File: src/rtl/cam_search_ctrl.sv
// CAM search controller: drives negedge CAM cells, tracks valid bits,
// serves search/write/invalidate/flush over valid/ready handshakes.
module cam_search_ctrl #(
  parameter int WIDTH = 8,
  parameter int DEPTH = 8,
  localparam int IDX_W = $clog2(DEPTH)
) (
  input  logic                   clk,
  input  logic                   rst_n_i,
  input  logic                   req_valid_i,
  output logic                   req_ready_o,
  input  logic [1:0]             req_op_i,
  input  logic [WIDTH-1:0]       req_key_i,
  input  logic [IDX_W-1:0]       req_index_i,
  output logic                   rsp_valid_o,
  input  logic                   rsp_ready_i,
  output logic                   rsp_hit_o,
  output logic [IDX_W-1:0]       rsp_index_o,
  output logic                   rsp_multi_o,
  output logic [WIDTH-1:0]       cell_data_o,
  output logic [DEPTH-1:0]       cell_write_enable_o,
  output logic                   cell_compare_enable_o,
  output logic [WIDTH-1:0]       cell_compare_o,
  input  logic [DEPTH*WIDTH-1:0] cell_match_i
);

  typedef enum logic [1:0] {
    IDLE,
    WRITE,
    SEARCH,
    RESP
  } state_t;

  localparam logic [1:0] OP_SRCH = 2'b00;
  localparam logic [1:0] OP_WR = 2'b01;
  localparam logic [1:0] OP_INV = 2'b10;
  localparam logic [1:0] OP_FLUSH = 2'b11;
  localparam logic [IDX_W:0] DEPTH_L = (IDX_W+1)'(DEPTH);

  state_t state_q, state_d;
  logic [DEPTH-1:0] valid_q, valid_d;
  logic [DEPTH-1:0] word_match;
  logic [DEPTH-1:0] idx_mask;
  logic idx_ok;
  logic accept;
  logic hit_c, multi_c;
  logic [IDX_W-1:0] index_c;

  assign accept = (state_q == IDLE) && req_valid_i;
  assign idx_ok = {1'b0, req_index_i} < DEPTH_L;
  assign idx_mask = idx_ok ? (DEPTH'(1) << req_index_i) : '0;

  for (genvar i = 0; i < DEPTH; i++) begin : g_wm
    assign word_match[i] =
      (&cell_match_i[i*WIDTH +: WIDTH]) & valid_q[i];
  end

  // Priority-encode the lowest matching word and flag duplicates.
  always_comb begin
    hit_c = 1'b0;
    multi_c = 1'b0;
    index_c = '0;
    for (int i = DEPTH - 1; i >= 0; i--) begin
      if (word_match[i]) index_c = IDX_W'(i);
    end
    for (int i = 0; i < DEPTH; i++) begin
      if (word_match[i]) begin
        if (hit_c) multi_c = 1'b1;
        hit_c = 1'b1;
      end
    end
  end

  // Next state and next valid-bit vector.
  always_comb begin
    state_d = state_q;
    valid_d = valid_q;
    unique case (state_q)
      IDLE: begin
        if (req_valid_i) begin
          unique case (req_op_i)
            OP_SRCH:  state_d = SEARCH;
            OP_WR:    state_d = WRITE;
            OP_INV:   valid_d = valid_q & ~idx_mask;
            OP_FLUSH: valid_d = '0;
            default:  state_d = IDLE;
          endcase
        end
      end
      WRITE: begin
        state_d = IDLE;
        valid_d = valid_q | cell_write_enable_o;
      end
      SEARCH: state_d = RESP;
      RESP: begin
        if (rsp_ready_i) state_d = IDLE;
      end
      default: state_d = IDLE;
    endcase
  end

  // State and valid-bit registers.
  always_ff @(posedge clk or negedge rst_n_i) begin
    if (!rst_n_i) begin
      state_q <= IDLE;
      valid_q <= '0;
    end else begin
      state_q <= state_d;
      valid_q <= valid_d;
    end
  end

  // Registered handshake, response and cell-drive outputs.
  always_ff @(posedge clk or negedge rst_n_i) begin
    if (!rst_n_i) begin
      req_ready_o <= 1'b1;
      rsp_valid_o <= 1'b0;
      rsp_hit_o <= 1'b0;
      rsp_index_o <= '0;
      rsp_multi_o <= 1'b0;
      cell_data_o <= '0;
      cell_write_enable_o <= '0;
      cell_compare_enable_o <= 1'b0;
      cell_compare_o <= '0;
    end else begin
      req_ready_o <= (state_d == IDLE);
      cell_write_enable_o <= '0;
      cell_compare_enable_o <= 1'b0;
      if (accept && req_op_i == OP_WR) begin
        cell_write_enable_o <= idx_mask;
        cell_data_o <= req_key_i;
      end
      if (accept && req_op_i == OP_SRCH) begin
        cell_compare_enable_o <= 1'b1;
        cell_compare_o <= req_key_i;
      end
      if (state_q == SEARCH) begin
        rsp_valid_o <= 1'b1;
        rsp_hit_o <= hit_c;
        rsp_index_o <= index_c;
        rsp_multi_o <= multi_c;
      end
      if (state_q == RESP && rsp_ready_i) begin
        rsp_valid_o <= 1'b0;
      end
    end
  end

endmodule

File: config.mk
export PLATFORM = sky130hd
export DESIGN_NAME = cam_search_ctrl
export DESIGN_NICKNAME = d
export VERILOG_FILES = /design/src/rtl/cam_search_ctrl.sv
export SDC_FILE = /design/constraint.sdc
export NUM_CORES = 1
export LEC_CHECK = 0
export CAP_MARGIN = 20
export CORE_ASPECT_RATIO = 0.6
export CORE_MARGIN = 3
export CORE_UTILIZATION = 37
export DETAILED_ROUTE_END_ITERATION = 10
export PLACE_DENSITY = 0.78
export SYNTH_ARGS = -nofsm -noshare
export SYNTH_HDL_FRONTEND = slang
export SYNTH_SLANG_ARGS = --single-unit
export TNS_END_PERCENT = 10
File: constraint.sdc
create_clock -name clk -period 2.1 [get_ports clk]
set_clock_uncertainty 0.2 [all_clocks]
set_input_delay 0.42 -clock clk [delete_from_list [all_inputs] [get_ports clk]]
set_output_delay 0.42 -clock clk [all_outputs]
set_load 0.01 [all_outputs]
# ---- After elaboration in Yosys (flattened, before gate mapping)
# Index checks and enable logic that the tools add are counted.
dict set report totals {
  out_inout_bits 32
  romBits 0
  in_bits 81
  word_cells 90
  mem_count 0
  latch_bits 0
  reg_bits 42
  mem_bits_rw 0
}
dict set report op_classes {
  n_bitwise 11
  mul 0
  reduce_logical 18
  n_lt_le_gt_ge 0
  mux 41
  addsub 0
  n_eq_ne 8
  div 0
  shifts 1
}
# operator n
set op_table {}
lappend op_table {{$reduce_and A8 Y1} 8}
lappend op_table {{$pmux W8 S2} 2}
lappend op_table {{$mux W1} 25}
lappend op_table {{$mux W3} 8}
lappend op_table {{$mux W8} 2}
lappend op_table {{$and A1 B1 Y1} 8}
lappend op_table {{$and A8 B8 Y8} 1}
lappend op_table {{$eq A2 B2 Y1 const B} 4}
lappend op_table {{$not A8 Y8} 1}
lappend op_table {{$or A8 B8 Y8} 1}
lappend op_table {{$pmux W2 S4} 1}
lappend op_table {{$shl A1 B3 Y8 const A} 1}
lappend op_table {{$logic_not A2 Y1} 3}
lappend op_table {{$eq A2 B1 Y1 const B} 2}
lappend op_table {{$logic_and A1 B1 Y1} 4}
lappend op_table {{$mux W2} 2}
lappend op_table {{$pmux W2 S2} 1}
lappend op_table {{$reduce_bool A2 Y1} 2}
lappend op_table {{$ne A3 B1 Y1 const B} 1}
lappend op_table {{$reduce_and A3 Y1} 1}
lappend op_table {{$ne A2 B2 Y1 const B} 1}

# ---- Longest topological paths before layout
dict set report logic_depth {
  word_depth 17
  depth_mapped 6
  ltp_nobuf 6
}

# ---- Worst setup path before layout
# Ideal clock, no wire load.
dict set report synth_timing {
  kind {input -> register}
  startpoint {input port cell_match_i[53]}
  endpoint {register rsp_index_o[0]}
  required_ns 1.768
  cell_stages 6
  path_slack_ns 0.350
  setup_ns 0.132
  t_arrival_ns 1.418
  cell_sequence {nand2_1 or4_4 a21oi_1 o21ai_1 a21oi_1 o31ai_1}
}
dict set report synth_via {
  elab_chain_len 9
}
# element line_no
set synth_lines {}
lappend synth_lines {{start, declared} 24} ;# input logic [DEPTH*WIDTH-1:0] cell_match_i
lappend synth_lines {{$reduce_and A8 Y1} 55} ;# (&cell_match_i[i*WIDTH +: WIDTH]) & valid_q[i];
lappend synth_lines {{$and A1 B1 Y1} 55}
lappend synth_lines {{$mux W3 (7 in series)} 64} ;# if (word_match[i]) index_c = IDX_W'(i);
lappend synth_lines {{end signal, assigned} 140} ;# rsp_index_o <= index_c;
lappend synth_lines {{end, declared} 18} ;# output logic [IDX_W-1:0] rsp_index_o,
# Every way passes these cells.
# A chain may end at the register's enable or synchronous reset.

# ---- Worst setup path in the final report
# Same ends and word-level chain as after synthesis.

==> results.toml <==
[critical_path]
crit_start = "cell_match_i[53]"
path_cells = "clkdlybuf4s50_1, nand2_1, or4_4, a21oi_1, o21ai_1, a21oi_1, o31ai_1"
critical_path_class = "in -> reg"
cp_slowest_cell = "or4_4"
crit_top_cell = "a21oi_1"
cp_top_family = "simple AND/OR/NAND/NOR gates"
crit_path_end_kind = "register"
worst_path_largest_cell_delay_ns = 0.55
start_kind = "primary input"
reg2reg_to = "rsp_index_o[0]"
rrSetupSlack_ns = 0.27
crit_fanout = 2
endpoint = "rsp_index_o[0]"
critical_path_required_ns = 2.07
crit_buf_inv = 1
r2r-start = "valid_q[6]"
reg2reg_depth = 6
crit_cells = 7
crit_arrival_ns = 2.00

[drt]
final_antenna_net_count = 0
vias = 1980
drt_first_iter_violations = 107
firstDrtPassIters = 4
drc = 0
wirelength_um = 6060
viasPerCell = 5.03
wl_per_cell_um = 15.4

[sta]
setup_viol = 0
tightest_slew_ns = 0.680
rsz0062_at_grt = "no"
slew_viol_final = 0
layout_min_cycle_time_ns = 2.04
max_slew_margin_pct = 54.6
finalCritPeriodShare_pct = 97.1
fmax_mhz = 491
finalHoldViolCount = 0

[synth]
muxShareOfSynthArea_pct = 4.77
synth-compound-area-share_pct = 11.3
ys_warn_count = 0
synth_top_family_by_area = "simple AND/OR/NAND/NOR gates"
synth_simple_gate_area_share_pct = 26.4
synth_xor_area_share_pct = 0
postSynthCellCount = 198
synth_fa_ha_area_share_pct = 0.531
synth_seq_cells = 42
ys_types = 27
avgSynthCellArea_um2 = 9.53
syn_nets = 279
seq_area_frac_synth_pct = 55.8
syn_area_mm2 = 0.00189

[clocking]
htreeDepth = 2
clk_pin_slew_ns = 0.07
root_buffer = "clkbuf_8"
cts_tree = "yes"
numCtsBuffers = 5
cts_sinks = 42
clk_latency_ns = 0.29
ctsLongestPathBuffers = 2

[cells_and_area]
fin_area_mm2 = 0.00332
final_common_cell = "clkdlybuf4s50_1"
area_growth_pct = 76.1
fillers = 379
layout-drive-gt1-share_pct = 12.1
final_cell_mix = "clkdlybuf4s50_1, nand2_1, dfrtp_1, a21oi_1, buf_4"
nets = 411
antenna_cells = 0

[job]
maxCapViolCount = 0

[min_path]
hold_start = "rsp_hit_o"
min_path_type = "reg -> reg"

[power]
power.share.switching_pct = 31.8
p_switching_w = 0.000948
p_seq_share_pct = 42.8
combPwrFrac_pct = 39.3
intPower_w = 0.00204
powerDensity_mw_per_mm2 = 898
power_w = 0.00298
power.share.clock_pct = 17.9
p_leak_nw = 1.42
vdd_ir_drop_max_mv = 0.612

[place]
post-dp-hpwl_um = 4970
gp_congestion = 0.762
place_area_mm2 = 0.00322
io_buffers = 112

[grt]
grt_antenna_before_repair = 0
grt_overflow = 0
grt_pass1_wl_um = 9390
grtUsageTotal_pct = 20.0
grt_start_max_net_pins = 24
grt_pass1_vias = 1923

[floorplan]
die-width_um = 98.2
ios = 113
dieHeight_um = 61.3
initial_core_util_pct = 39.9
row_count = 19
coreArea_mm2 = 0.00473
die_area_mm2 = 0.00602

[outcome]
status = "complete, no violations"
## synth_stat cells
library cell   n  area (µm²)
o21ai_1        3        15.0
nor3_1         7        35.0
o31ai_1        4        30.0
nor2b_1        2        12.5
nor4_1         2        12.5
dfstp_2        1        26.3
o21ai_0        9        45.0
nand2b_1       6        37.5
a21o_1         1        7.51
or4_4          1        11.3
nand2_1       51         191
a21oi_1       20         100
inv_1          1        3.75
nand4_1        9        56.3
clkbuf_1       5        18.8
nor2_1        10        37.5
nand3b_1       1        7.51
a31oi_1        1        6.26
maj3_1         1        10.0
dfrtp_1       41        1030
nand2b_2       1        8.76
nor3_2         3        30.0
nand3_1        7        35.0
and3_1         1        6.26
nor3_4         1        16.3
mux2_2         8        90.1
a221o_1        1        10.0
## power by group through the flow
stage	combinational (W)	sequential [W]	clock (W)
3_3_place_gp	0.00115	0.00128	0
2_1_floorplan	0.000386	0.00135	0
5_1_grt	0.00127	0.00132	0.000587
4_1_cts	0.00118	0.00128	0.000544
6_report	0.00117	0.00128	0.000534
3_5_place_dp	0.00118	0.00129	0
## cell type report
| cell class | instances | area (µm²) | area share [%] |
|---|---|---|---|
| clock inverters | 1 | 5.00 | 0.151 |
| inverters | 1 | 3.75 | 0.113 |
| repair buffers | 130 | 1280 | 38.5 |
| clock buffers | 7 | 86.3 | 2.60 |
| multi-input cells | 150 | 818 | 24.6 |
| flip-flops and latches | 42 | 1050 | 31.7 |
| well taps | 63 | 78.8 | 2.37 |
## flip-flops by register name (all words and copies together), names as in the netlist
signal	count
cell_compare_enable_o	1
cell_compare_o	8
cell_data_o	8
cell_write_enable_o	8
req_ready_o	1
rsp_hit_o	1
rsp_index_o	3
rsp_multi_o	1
rsp_valid_o	1
state_q	2
valid_q	8
## metal layers
metal | up-vias | wire, µm | part of all wire [%] | global-route usage (%)
met5 | - | 0 | 0 | 0
met4 | 0 | 16 | 0.26 | 2.72
met3 | 2 | 561 | 9.3 | 7.13
met2 | 92 | 2650 | 44 | 29.9
met1 | 930 | 2830 | 47 | 29.1
li1 | 956 | - | - | -
## through the flow
stage | TNS, ns | hold slack, ns | setup slack (ns) | utilization, % | std cells
3_5_place_dp | -0.748 | 0.197 | -0.234 | 68.0 | 385
2_1_floorplan | 0 | -0.0756 | 0.350 | - | 198
5_1_grt | 0 | 0.303 | 0.0130 | 70.2 | 394
3_3_place_gp | -0.451 | 0.197 | -0.165 | 68.0 | 385
6_report | 0 | 0.275 | 0.0619 | 70.2 | 394
4_1_cts | 0 | 0.278 | 0.0748 | 70.1 | 394
## cell families after synthesis
| kind of cell | Yosys count |
|---|---|
| AND/OR/NAND/NOR | 102 |
| flip-flops | 42 |
| AO/OA/AOI/OAI | 39 |
| multiplexers | 8 |
| buffers and inverters | 6 |
| adder cells (fa/ha/maj) | 1 |
## worst min path at each step
stage                                       end  slack [ns]  cells past startpoint
after floorplan           cell_compare_enable_o       -0.08                      0
after global placement    cell_compare_enable_o        0.20                      1
after detailed placement      cell_compare_o[2]        0.20                      1
after CTS                             rsp_hit_o        0.28                      2
after global routing             cell_data_o[6]        0.30                      2
final                                 rsp_hit_o        0.28                      2
## timing repair
| action | 4_1_cts | 5_1_grt |
|---|---|---|
| hold buffers | 1 | 0 |
| resized for setup | 0 | 1 |
| setup endpoints to repair | 0 | 1 |
| setup buffers | 0 | 0 |
| endpoints found under the hold margin | 19 | 0 |
## worst reg2reg max path, stage by stage (launching register included)
cell and delay [ns]:
dfrtp_1 0.38, nand2_1 0.09, or4_4 0.53, a21oi_1 0.18, o21ai_1 0.07, a21oi_1 0.17
o31ai_1 0.08
Note: power is estimated with default switching activity, not from simulation.
